`src/rtl/csr_regfile_if.sv`:
```
// CSR access port between the CSR execution unit (master) and the register file (slave):
// a same-cycle read port and a commit-time write port.
interface csr_regfile_if #(
    parameter int XLEN = 64
);
    logic            read_valid;
    logic [11:0]     read_addr;
    logic [XLEN-1:0] read_data;
    logic            read_illegal;
    logic            write_valid;
    logic [11:0]     write_addr;
    logic [XLEN-1:0] write_data;

    modport master (
        output read_valid, read_addr, write_valid, write_addr, write_data,
        input  read_data, read_illegal
    );

    modport slave (
        input  read_valid, read_addr, write_valid, write_addr, write_data,
        output read_data, read_illegal
    );
endinterface

```
`src/rtl/csr_regfile.sv`:
```
// Architectural CSR storage for one hart: FP control/flags, machine trap CSRs,
// free-running cycle/instret counters, and exported control values.
module csr_regfile #(
    parameter int              XLEN            = 64,
    parameter int              NUM_OF_GRADUATE = 2,
    parameter logic [XLEN-1:0] HART_ID         = '0,
    parameter logic [XLEN-1:0] MISA_VAL        = 64'h8000_0000_0014_1101
) (
    input  logic                       clock,
    input  logic                       reset,
    csr_regfile_if.slave               csr,
    input  logic [NUM_OF_GRADUATE-1:0] commit_valid,
    input  logic                       fflags_accrue_valid,
    input  logic [4:0]                 fflags_accrue,
    input  logic                       trap_valid,
    input  logic [XLEN-1:0]            trap_cause,
    input  logic [XLEN-1:0]            trap_epc,
    input  logic [XLEN-1:0]            trap_tval,
    input  logic                       mret_valid,
    output logic [XLEN-1:0]            mtvec_out,
    output logic [XLEN-1:0]            mepc_out,
    output logic [2:0]                 frm_out,
    output logic                       mie_out
);
    localparam logic [11:0] A_FFLAGS   = 12'h001;
    localparam logic [11:0] A_FRM      = 12'h002;
    localparam logic [11:0] A_FCSR     = 12'h003;
    localparam logic [11:0] A_MSTATUS  = 12'h300;
    localparam logic [11:0] A_MISA     = 12'h301;
    localparam logic [11:0] A_MTVEC    = 12'h305;
    localparam logic [11:0] A_MSCRATCH = 12'h340;
    localparam logic [11:0] A_MEPC     = 12'h341;
    localparam logic [11:0] A_MCAUSE   = 12'h342;
    localparam logic [11:0] A_MTVAL    = 12'h343;
    localparam logic [11:0] A_MCYCLE   = 12'hB00;
    localparam logic [11:0] A_MINSTRET = 12'hB02;
    localparam logic [11:0] A_CYCLE    = 12'hC00;
    localparam logic [11:0] A_INSTRET  = 12'hC02;
    localparam logic [11:0] A_MHARTID  = 12'hF14;

    localparam logic [XLEN-1:0] ALIGN_MASK = ~XLEN'(3);

    logic [7:0]      fcsr;
    logic            mie;
    logic            mpie;
    logic [XLEN-1:0] mtvec;
    logic [XLEN-1:0] mscratch;
    logic [XLEN-1:0] mepc;
    logic [XLEN-1:0] mcause;
    logic [XLEN-1:0] mtval;
    logic [XLEN-1:0] mcycle;
    logic [XLEN-1:0] minstret;

    logic [7:0]      fcsr_next;
    logic [XLEN-1:0] retire_cnt;
    logic [XLEN-1:0] rd_value;
    logic            rd_legal;
    logic [XLEN-1:0] mstatus_view;

    function automatic logic wr_hit(input logic [11:0] addr);
        return csr.write_valid && (csr.write_addr == addr);
    endfunction

    always_comb begin
        mstatus_view        = '0;
        mstatus_view[12:11] = 2'b11;
        mstatus_view[7]     = mpie;
        mstatus_view[3]     = mie;
    end

    always_comb begin
        rd_value = '0;
        rd_legal = 1'b1;
        case (csr.read_addr)
            A_FFLAGS:              rd_value = XLEN'(fcsr[4:0]);
            A_FRM:                 rd_value = XLEN'(fcsr[7:5]);
            A_FCSR:                rd_value = XLEN'(fcsr);
            A_MSTATUS:             rd_value = mstatus_view;
            A_MISA:                rd_value = MISA_VAL;
            A_MTVEC:               rd_value = mtvec;
            A_MSCRATCH:            rd_value = mscratch;
            A_MEPC:                rd_value = mepc;
            A_MCAUSE:              rd_value = mcause;
            A_MTVAL:               rd_value = mtval;
            A_MCYCLE, A_CYCLE:     rd_value = mcycle;
            A_MINSTRET, A_INSTRET: rd_value = minstret;
            A_MHARTID:             rd_value = HART_ID;
            default:               rd_legal = 1'b0;
        endcase
        csr.read_data    = (csr.read_valid && rd_legal) ? rd_value : '0;
        csr.read_illegal = csr.read_valid && !rd_legal;
    end

    // The CSR write lands first; accrued flags are ORed on top so none are lost.
    always_comb begin
        fcsr_next = fcsr;
        if (wr_hit(A_FFLAGS)) fcsr_next[4:0] = csr.write_data[4:0];
        if (wr_hit(A_FRM))    fcsr_next[7:5] = csr.write_data[2:0];
        if (wr_hit(A_FCSR))   fcsr_next      = csr.write_data[7:0];
        if (fflags_accrue_valid) fcsr_next[4:0] = fcsr_next[4:0] | fflags_accrue;
    end

    always_comb begin
        retire_cnt = '0;
        for (int i = 0; i < NUM_OF_GRADUATE; i++)
            retire_cnt = retire_cnt + XLEN'(commit_valid[i]);
    end

    always_ff @(posedge clock or posedge reset) begin
        if (reset) begin
            fcsr     <= '0;
            mie      <= 1'b0;
            mpie     <= 1'b0;
            mtvec    <= '0;
            mscratch <= '0;
            mepc     <= '0;
            mcause   <= '0;
            mtval    <= '0;
            mcycle   <= '0;
            minstret <= '0;
        end else begin
            fcsr <= fcsr_next;

            if (wr_hit(A_MTVEC))    mtvec    <= csr.write_data & ALIGN_MASK;
            if (wr_hit(A_MSCRATCH)) mscratch <= csr.write_data;

            // Trap outranks mret, which outranks a software write.
            if (trap_valid) begin
                mpie   <= mie;
                mie    <= 1'b0;
                mepc   <= trap_epc & ALIGN_MASK;
                mcause <= trap_cause;
                mtval  <= trap_tval;
            end else begin
                if (mret_valid) begin
                    mie  <= mpie;
                    mpie <= 1'b1;
                end else if (wr_hit(A_MSTATUS)) begin
                    mie  <= csr.write_data[3];
                    mpie <= csr.write_data[7];
                end
                if (wr_hit(A_MEPC))   mepc   <= csr.write_data & ALIGN_MASK;
                if (wr_hit(A_MCAUSE)) mcause <= csr.write_data;
                if (wr_hit(A_MTVAL))  mtval  <= csr.write_data;
            end

            mcycle   <= wr_hit(A_MCYCLE)   ? csr.write_data : mcycle + XLEN'(1);
            minstret <= wr_hit(A_MINSTRET) ? csr.write_data : minstret + retire_cnt;
        end
    end

    assign mtvec_out = mtvec;
    assign mepc_out  = mepc;
    assign frm_out   = fcsr[7:5];
    assign mie_out   = mie;
endmodule

```
`src/flat_wrapper.sv`:
```
// flat-port wrapper written by rule: the top's interface ports become plain ports
module csr_regfile_flat 
#(
    parameter int              XLEN            = 64,
    parameter int              NUM_OF_GRADUATE = 2,
    parameter logic [XLEN-1:0] HART_ID         = '0,
    parameter logic [XLEN-1:0] MISA_VAL        = 64'h8000_0000_0014_1101
)
  (clock, reset, commit_valid, fflags_accrue_valid, fflags_accrue, trap_valid, trap_cause, trap_epc, trap_tval, mret_valid, mtvec_out, mepc_out, frm_out, mie_out, csr_read_valid, csr_read_addr, csr_write_valid, csr_write_addr, csr_write_data, csr_read_data, csr_read_illegal);
  csr_regfile_if #(.XLEN(XLEN)) csr_i ();
  input  logic clock;
  input  logic reset;
  input  logic [NUM_OF_GRADUATE-1:0] commit_valid;
  input  logic fflags_accrue_valid;
  input  logic [4:0] fflags_accrue;
  input  logic trap_valid;
  input  logic [XLEN-1:0] trap_cause;
  input  logic [XLEN-1:0] trap_epc;
  input  logic [XLEN-1:0] trap_tval;
  input  logic mret_valid;
  output logic [XLEN-1:0] mtvec_out;
  output logic [XLEN-1:0] mepc_out;
  output logic [2:0] frm_out;
  output logic mie_out;
  input wire logic [$bits(csr_i.read_valid)-1:0] csr_read_valid;
  input wire logic [$bits(csr_i.read_addr)-1:0] csr_read_addr;
  input wire logic [$bits(csr_i.write_valid)-1:0] csr_write_valid;
  input wire logic [$bits(csr_i.write_addr)-1:0] csr_write_addr;
  input wire logic [$bits(csr_i.write_data)-1:0] csr_write_data;
  output wire logic [$bits(csr_i.read_data)-1:0] csr_read_data;
  output wire logic [$bits(csr_i.read_illegal)-1:0] csr_read_illegal;
  assign csr_i.read_valid = csr_read_valid;
  assign csr_i.read_addr = csr_read_addr;
  assign csr_i.write_valid = csr_write_valid;
  assign csr_i.write_addr = csr_write_addr;
  assign csr_i.write_data = csr_write_data;
  assign csr_read_data = csr_i.read_data;
  assign csr_read_illegal = csr_i.read_illegal;
  csr_regfile #(.XLEN(XLEN), .NUM_OF_GRADUATE(NUM_OF_GRADUATE), .HART_ID(HART_ID), .MISA_VAL(MISA_VAL)) u_core (.clock(clock), .reset(reset), .csr(csr_i), .commit_valid(commit_valid), .fflags_accrue_valid(fflags_accrue_valid), .fflags_accrue(fflags_accrue), .trap_valid(trap_valid), .trap_cause(trap_cause), .trap_epc(trap_epc), .trap_tval(trap_tval), .mret_valid(mret_valid), .mtvec_out(mtvec_out), .mepc_out(mepc_out), .frm_out(frm_out), .mie_out(mie_out));
endmodule
```
`config.mk`:
```
export PLATFORM = sky130hd
export DESIGN_NAME = csr_regfile_flat
export DESIGN_NICKNAME = d
export VERILOG_FILES = /design/src/rtl/csr_regfile_if.sv /design/src/rtl/csr_regfile.sv /design/src/flat_wrapper.sv
export SDC_FILE = /design/constraint.sdc
export NUM_CORES = 1
export LEC_CHECK = 0
export BUFFER_PORTS_ARGS = -buffer_cell sky130_fd_sc_hd__buf_4
export CAP_MARGIN = 10
export CORE_ASPECT_RATIO = 1.5
export CORE_UTILIZATION = 50
export DETAILED_ROUTE_END_ITERATION = 6
export PLACE_DENSITY = 0.82
export SETUP_SLACK_MARGIN = 0.4
export SLEW_MARGIN = 20
export SYNTH_ARGS = -nofsm -noshare
export SYNTH_HDL_FRONTEND = slang
export SYNTH_SLANG_ARGS = --single-unit
```
`constraint.sdc`:
```
create_clock -name clock -period 16.4 [get_ports clock]
set_clock_uncertainty 0.2 [all_clocks]
set_input_delay 2.46 -clock clock [delete_from_list [all_inputs] [get_ports clock]]
set_output_delay 2.46 -clock clock [all_outputs]
set_load 0.02 [all_outputs]
```
==> results of run 1 <==
-- kinds of logic (layout without fill, tap and decap cells) --
group	after synthesis	count (layout)	share of synthesized area
AND/OR/NAND/NOR	708	708	0.140
other	1	4	0.000152
adder cells (fa/ha/maj)	5	5	0.00284
AO/OA/AOI/OAI	681	681	0.162
XOR/XNOR	85	85	0.0301
flip-flops	454	454	0.460
buffers and inverters	220	623	0.0389
multiplexers	388	388	0.166
-- path summary, 6_finish.rpt --
path | from | depth (start not counted) | end | slack [ns]
worst max-delay path | csr_read_addr[1] | 8 | csr_read_data[30] | 8.03
worst min-delay path | u_core.mscratch[63]$_DFFE_PP0P_ | 2 | u_core.mscratch[63]$_DFFE_PP0P_ | 0.29
worst max register to register | u_core.minstret[31]$_DFF_PP0_ | 5 | u_core.minstret[63]$_DFF_PP0_ | 12.71
worst min register to register | u_core.mscratch[63]$_DFFE_PP0P_ | 2 | u_core.mscratch[63]$_DFFE_PP0P_ | 0.29
max in group asynchronous | reset | 4 | u_core.mepc_out[29]$_DFFE_PP0P_ | 11.55
min in group asynchronous | reset | 2 | u_core.mepc_out[63]$_DFFE_PP0P_ | 1.88
-- layer usage --
metal | routed length, um | vias to the layer above
met3 | 4800 | 341
met4 | 5130 | 0
met2 | 42600 | 1157
met1 | 30600 | 11240
met5 | 0 | -
li1 | - | 10034
-- metrics by stage --
stage	cell area (um2)	setup WS, ns
after floorplan	24700	1.08
after global placement	28700	8.15
after detailed placement	28700	8.14
after CTS	30300	8.14
after global routing	30300	7.98
final	30300	8.03
-- synth_stat cells (all sizes together), types with 10 or more instances --
cell type	number
a21oi	159
a22o	12
a22oi	110
a31oi	42
and3	26
and4	10
buf	55
clkbuf	141
dfrtp	454
inv	24
mux2	137
mux2i	248
nand2	301
nand3	58
nand4	59
nor2	119
nor3	20
nor4	29
o21ai	264
o22ai	51
or3	31
xnor2	39
xor2	46
-- registers in the layout, summed over array words and instances (netlist names) --
| signal | flops |
|---|---|
| u_core.mepc_out | 62 |
| u_core.mscratch | 64 |
| u_core.fcsr | 8 |
| u_core.mcause | 64 |
| u_core.mtval | 64 |
| u_core.mtvec_out | 62 |
| u_core.mpie | 1 |
| u_core.mie_out | 1 |
| u_core.mcycle | 64 |
| u_core.minstret | 64 |
-- where the power goes --
part	leakage (nW)	internal, mW	switching (mW)
combinational	7.04	0.136	0.173
clock	0.800	0.692	0.457
sequential	5.77	1.18	0.0681
total	13.6	2.01	0.698
-- worst min-delay path, delay by kind of cell, from the launching register on --
kind,cells,cell delay [ns]
flops,1,0.35
compound gates,1,0.06
simple gates,1,0.05
-- layout make-up --
class / instances / area, um2
fillers: 3870 / 18400
clock buffers: 65 / 1330
flip-flops and latches: 454 / 11400
inverters: 24 / 97.6
repair buffers: 517 / 3900
multi-input cells: 1871 / 12500
well taps: 656 / 821
clock inverters: 17 / 295
==> results.toml, run 1 <==
[clock_network]
htree_levels = 2
cts_tree = "yes"
cts_resized = 0
cts_sinks = 454
cts_made_buffers = 45
clk_pin_slew_ns = 0.06
post_cts_buffers = 0
clk_latency_ns = 0.56
cts_hold_buf = 0
cts-root-buf = "clkbuf_16"
cts_buffer_depth = 3

[yosys]
synth_top_area_frac = 0.460
yosys_warnings = 0
ys_seq_area_frac = 0.460
synth_top_area_cell = "dfrtp_1"
avgSynthCellArea_um2 = 9.72
async_flop_share = 1.00
synth_area_leaders = "dfrtp_1 46%, mux2i_1 10%, mux2_2 6.2%"
yosys_register_bits = 454
synth_ff_type = "dfrtp_1"
synth-edff-count = 0
synth_area_um2 = 24700
yosys.cell_types.count = 75
postSynthCellCount = 2542

[placed_design]
place_hpwl_um = 57000
dp_cells = 3522
place.gp.congestion = 0.909
port_buffers = 484

[drt]
drt_iter0_drc = 2245
routed_via_density = 6.32
wl_per_cell_um = 23.1
dr_total_vias = 22772
drt_pre_antenna_iters = 6
ant_nets = 0
totalWireLength_um = 83100
drc = 0

[critical_path]
worst-path-buf-inv = 4
arrival_ns = 5.71
critPathSlowestCell = "and2_2"
crit_fanout = 35
crit_type = "in2out"
start_kind = "primary input"
path_delay_family = "buffers and inverters"
worstPathRequired_ns = 13.74
critical-path-max-stage-delay_ns = 0.70
end_kind = "primary output"
path_cells = "buf_4, nor4b_2, buf_4, and2_2, buf_4, a21oi_1, a21oi_1, buf_4"
cpMostUsedCell = "buf_4"

[timing]
finalCriticalPeriod_ns = 8.37
hold_viol_final = 0
post-route-period-util = 0.510
grt_setup_unrepaired = "false"
finalSetupTns_ns = 0
tightest_slew_ns = 1.17
setup_viol_count_final = 0
hold_ws_ns = 0.293
max_freq_mhz = 119
slew_violations = 0
relSlewSlack = 0.207

[run]
max_cap_viol_count = 0

[cells_and_area]
mostFrequentLayoutCell = "buf_4"
area_growth_pct = 22.7
mostFrequentLayoutCells = "515 x buf_4, 454 x dfrtp_1, 298 x nand2_1"
fin_cells = 3604
num_antenna_cells = 0
finish.utilization = 0.623
drive_gt1_frac = 0.261
nets = 3212

[floorplan]
core-area_um2 = 48700
die_x_um = 183
die_h_um = 274
ioPinCount = 491
dieArea_um2 = 50300
core.rowCount = 99
start_util = 0.507

[pwr]
p_leak_nw = 13.6
max-vdd-ir-drop_mv = 0.0839
totalPowerFinal_mw = 2.71
power_density_nw_per_um2 = 89.3

[global_route]
grt_pass1_vias = 23100
grt_antenna_before_repair = 0
grt_max_degree = 180
use_met1 = 0.369
overflow = 0
busiest_layer = "met2"
grt_pass1_wl_um = 127000
track_usage = 0.323
use_met2 = 0.573
gr-usage-met3 = 0.0428

[hold_path]
hold_path.class = "reg2reg"

[run_status]
status = "complete, no violations"
Power figures use the tool's default switching activity.
==> inputs of run 2 (changes only) <==
Settings changed: PLACE_DENSITY 0.82 to 0.84.
Clock period 16.4 ns to 7.2 ns, I/O delays scaled along.
==> run 2 against run 1 <==
  * Core utilization about the same
  * Count of clock-buffer cells in the layout grew 1
  * Global-route usage grew 0.50 points
  * Critical endpoint unchanged
  * Sequential share of layout area about the same
  * Sequential power up 130%
  * Worst hold slack lost 0.0066 ns
  * Critical path depth fell by 1
  * Cell count about the same
  * Register-to-register slack worse by 9.3 ns
==> results.toml, run 2 (synthesis gave the netlist of run 1 again) <==
[timing]
hold_ws_ns = 0.287
relSlewSlack = 0.266
grt_setup_unrepaired = "false"
post-route-period-util = 0.743
setup_viol_count_final = 0
finalCriticalPeriod_ns = 5.35
hold_viol_final = 0
max_freq_mhz = 187
finalSetupTns_ns = 0
tightest_slew_ns = 1.10
slew_violations = 0

[global_route]
busiest_layer = "met2"
grt_max_degree = 189
track_usage = 0.328
gr-usage-met3 = 0.0449
grt_pass1_vias = 23389
overflow = 0
use_met2 = 0.576
grt_antenna_before_repair = 2
grt_pass1_wl_um = 129000
use_met1 = 0.377

[floorplan]
start_util = 0.507
die_x_um = 183
core-area_um2 = 48700
die_h_um = 274
ioPinCount = 491
core.rowCount = 99
dieArea_um2 = 50300

[pwr]
pwr-share-comb = 0.115
netSwitchingPower_mw = 1.59
power_density_nw_per_um2 = 201
totalPowerFinal_mw = 6.08
clkPwrFrac = 0.415
max-vdd-ir-drop_mv = 0.214
switching_share = 0.261
internal_power_mw = 4.49
p_leak_nw = 13.6
pwr-share-seq = 0.469

[clock_network]
cts_sinks = 454
cts_tree = "yes"
cts_hold_buf = 0
cts_buffer_depth = 3
clk_pin_slew_ns = 0.06
cts_resized = 0
clk_latency_ns = 0.56
cts-root-buf = "clkbuf_16"
post_cts_buffers = 0
cts_made_buffers = 45
htree_levels = 2

[critical_path]
crit_fanout = 35
arrival_ns = 4.07
worstPathRequired_ns = 5.92
crit_type = "in2out"
start_kind = "primary input"
end_kind = "primary output"
r2r_slack_ns = 3.43

[cells_and_area]
mostFrequentLayoutCell = "buf_4"
drive_gt1_frac = 0.261
nFillCells = 3873
area_growth_pct = 22.6
nets = 3213
mostFrequentLayoutCells = "512 x buf_4, 454 x dfrtp_1, 298 x nand2_1"

[hold_path]
hold_path.class = "reg2reg"

[drt]
drt_pre_antenna_iters = 6
drc = 0
dr_total_vias = 23153
totalWireLength_um = 84500
wl_per_cell_um = 23.4
ant_nets = 0
routed_via_density = 6.42
drt_iter0_drc = 2363

[placed_design]
place_hpwl_um = 56700
port_buffers = 484
place.gp.congestion = 0.935

[run]
max_cap_viol_count = 0

[run_status]
status = "complete, no violations"
[run 2: changes by cell type in the layout (fill, tap and decap cells not counted), moves of 2 or more]
| cell | delta |
|---|---|
| buf_4 | -3 |
| clkinvlp_4 | +3 |
| clkbuf_8 | +2 |
| bufinv_16 | -3 |
| buf_12 | +4 |
[run 2: power by group through the flow]
stage	clock (mW)	sequential, mW	combinational, mW
2_1_floorplan	0	2.87	0.355
3_3_place_gp	0	2.88	0.672
3_5_place_dp	0	2.89	0.694
4_1_cts	2.54	2.84	0.700
5_1_grt	2.64	2.86	0.764
6_report	2.53	2.85	0.702
[run 2: metal layers]
layer  share of wire  vias to the layer above
met1            0.36                    11410
met3           0.065                      362
li1                -                    10062
met5         0.00020                        -
met4           0.065                        2
met2            0.51                     1317
[run 2: through the flow]
step	area, um2	util	cells	setup WS (ns)
6_report	30300	0.622	3606	1.85
5_1_grt	30300	0.622	3606	1.77
4_1_cts	30300	0.622	3605	1.93
3_5_place_dp	28700	0.590	3523	1.95
3_3_place_gp	28700	0.590	3523	2.01
2_1_floorplan	24700	-	2545	-0.221
[run 2: area by class of cell]
type / instances / area (um2) / share of cell area
Multi-Input combinational cell: 1871 / 12500 / 0.412
Sequential cell: 454 / 11400 / 0.375
Timing Repair Buffer: 518 / 3960 / 0.131
Clock buffer: 66 / 1360 / 0.0448
Tap cell: 656 / 821 / 0.0271
Clock inverter: 16 / 216 / 0.00715
Inverter: 24 / 93.8 / 0.00310
Antenna cell: 1 / 2.50 / 0.0000826
[run 2: worst paths after layout]
check,startpoint,end,depth (start not counted)
setup / recovery,csr_read_addr[1],csr_read_data[30],7
max in group asynchronous,reset,u_core.mtval[36]$_DFFE_PP0P_,3
hold / removal,u_core.mscratch[63]$_DFFE_PP0P_,u_core.mscratch[63]$_DFFE_PP0P_,2
setup reg to reg,u_core.minstret[31]$_DFF_PP0_,u_core.minstret[63]$_DFF_PP0_,5
min in group asynchronous,reset,u_core.mepc_out[4]$_DFFE_PP0P_,2
hold reg to reg,u_core.mscratch[63]$_DFFE_PP0P_,u_core.mscratch[63]$_DFFE_PP0P_,2
[run 2: critical path, cell delays in order]
cell and delay, ns:
buf_4 0.29, nor4bb_1 0.79, and3_2 0.83, buf_12 0.29, a22oi_1 0.12, a21oi_1 0.39, buf_4 0.23
==> inputs of run 3 (changes only) <==
Settings changed: PLACE_DENSITY 0.84 to 0.82.
Clock period 7.2 ns to 4.95 ns, I/O delays scaled along.
==> run 3 against run 2 <==
  * Clock power rose by 43%
  * Flip-flop and latch count did not move
  * Register-to-register slack got worse by 1.8 ns
  * Worst hold slack got worse by 0.24 ns
  * Via count fell by 0.70%
  * Count of clock-buffer cells in the layout fell by 3
  * Cell count rose by 0.47%
  * Global-route usage barely moved
  * Power rose by 45%
  * Non-clock buffer count rose by 15
  * Critical path depth rose by 2
  * Routed wire length fell by 0.57%
  * Critical endpoint is now csr_read_data[41]
==> results.toml, run 3 (synthesis gave the netlist of run 1 again) <==
[run_status]
status = "complete, no violations"

[timing]
slew_violations = 0
fin_ws_ns = 0.623
post-route-period-util = 0.874
setup_viol_count_final = 0
hold_viol_final = 0
tightest_slew_ns = 1.02
relSlewSlack = 0.322
hold_ws_ns = 0.0423
grt_setup_unrepaired = "false"
max_freq_mhz = 231
finalCriticalPeriod_ns = 4.33

[clock_network]
cts_resized = 0
cts-root-buf = "clkbuf_16"
clk_pin_slew_ns = 0.07
cts_tree = "yes"
cts_hold_buf = 0
cts_buffer_depth = 3
post_cts_buffers = 0
htree_levels = 2
clk_latency_ns = 0.57
cts_sinks = 454
cts_made_buffers = 45

[placed_design]
port_buffers = 484
place.gp.congestion = 0.932
dp_slack_ns = 0.776
dp_cells = 3538
place_area_um2 = 29000
place_hpwl_um = 58600

[critical_path]
crit_fanout = 31
crit_type = "in2out"
worstReg2RegEnd = "u_core.minstret[58]$_DFF_PP0_"
worstPathRequired_ns = 4.01
r2r_slack_ns = 1.60
start_kind = "primary input"
path_delay_family = "simple AND/OR/NAND/NOR gates"
reg2regPathDepth = 9
end_kind = "primary output"
crit-reg2reg-launch = "u_core.minstret[0]$_DFF_PP0_"
cpMostUsedCell = "buf_4"
worst-path-buf-inv = 4
critPathSlowestCell = "and2_2"
critical-path-max-stage-delay_ns = 0.62
path_cells = "buf_4, or3_1, nor3_1, and2_2, buf_12, buf_4, a22oi_1, a21oi_1, buf_4"
arrival_ns = 3.38

[pwr]
power_density_nw_per_um2 = 288
clkPwrFrac = 0.412
switching_share = 0.262
pwr-share-comb = 0.117
internal_power_mw = 6.49
max-vdd-ir-drop_mv = 0.270
p_leak_nw = 13.7
pwr-share-seq = 0.472
netSwitchingPower_mw = 2.30

[global_route]
grt_max_degree = 140
grt_antenna_before_repair = 4
overflow = 0
grt_pass1_wl_um = 129000
grt_pass1_vias = 23457
track_usage = 0.328

[drt]
totalWireLength_um = 84100
drt_iter0_drc = 2281
dr_total_vias = 22992
routed_via_density = 6.35
drc = 0
drt_pre_antenna_iters = 6
ant_nets = 0
wl_per_cell_um = 23.2

[cells_and_area]
stdcell_area_um2 = 30500
nets = 3228
area_growth_pct = 23.6
fin_cells = 3623
mostFrequentLayoutCell = "buf_4"
drive_gt1_frac = 0.264
mostFrequentLayoutCells = "516 x buf_4, 454 x dfrtp_1, 298 x nand2_1"

[floorplan]
die_h_um = 274
dieArea_um2 = 50300
die_x_um = 183
core.rowCount = 99
start_util = 0.507
ioPinCount = 491
core-area_um2 = 48700

[hold_path]
hold_path.class = "in2async"

[run]
max_cap_viol_count = 0
## run 3: cell count changes in the layout (fill, tap and decap cells not counted)
cell / delta
and2_2: +1
clkinv_2: +3
clkinvlp_4: -3
clkinv_4: +2
buf_12: +11
and2_4: -1
diode_2: +3
nor4b_2: +1
clkbuf_8: -3
nor4b_1: -1
nor2_2: -1
nor2_1: +1
buf_4: +4
## run 3: final cells by class
| type | instances | area, um2 |
|---|---|---|
| well taps | 656 | 821 |
| flip-flops and latches | 454 | 11400 |
| repair buffers | 533 | 4210 |
| clock buffers | 63 | 1320 |
| diodes | 4 | 10.0 |
| multi-input cells | 1871 | 12500 |
| inverters | 24 | 93.8 |
| fillers | 3874 | 18200 |
| clock inverters | 18 | 226 |
## run 3: power by group through the flow
stage | Combinational (mW) | Clock (mW) | Sequential, mW
after floorplan | 0.517 | 0 | 4.17
after global placement | 0.989 | 0 | 4.19
after detailed placement | 1.02 | 0 | 4.20
after CTS | 1.02 | 3.64 | 4.14
after global routing | 1.12 | 3.78 | 4.16
final | 1.03 | 3.62 | 4.15
## run 3: worst reg2reg max path, delay by kind of cell, from the launching register on
family	cells	cell delay, ns
buf+inv	2	0.35
compound gates	1	0.19
flops	1	0.36
fa+ha+maj	2	0.62
simple gates	4	1.55
## run 3: how the worst max path moves through the flow
stage,from,endpoint,depth (start not counted)
after floorplan,reset,u_core.fcsr[0]$_DFF_PP0_,1
after global placement,csr_read_addr[7],csr_read_data[41],9
after detailed placement,csr_read_addr[7],csr_read_data[40],9
after CTS,csr_read_addr[7],csr_read_data[40],9
after global routing,csr_read_addr[7],csr_read_data[48],9
final,csr_read_addr[7],csr_read_data[41],9
## run 3: through the flow
step	power [mW]	utilization	TNS [ns]
finish	8.79	0.627	0
global route	9.07	0.627	0
CTS	8.80	0.627	0
detailed placement	5.22	0.595	0
global placement	5.18	0.595	0
floorplan	4.69	-	-968.64
## run 3: routing by layer
metal / part of all wire / global-route usage / vias up / wire length (um)
li1: - / - / 10076 / -
met1: 0.36 / 0.374 / 11252 / 29900
met2: 0.51 / 0.570 / 1287 / 42600
met3: 0.067 / 0.0446 / 377 / 5660
met4: 0.070 / 0.224 / 0 / 5900
met5: 0 / 0 / - / 0
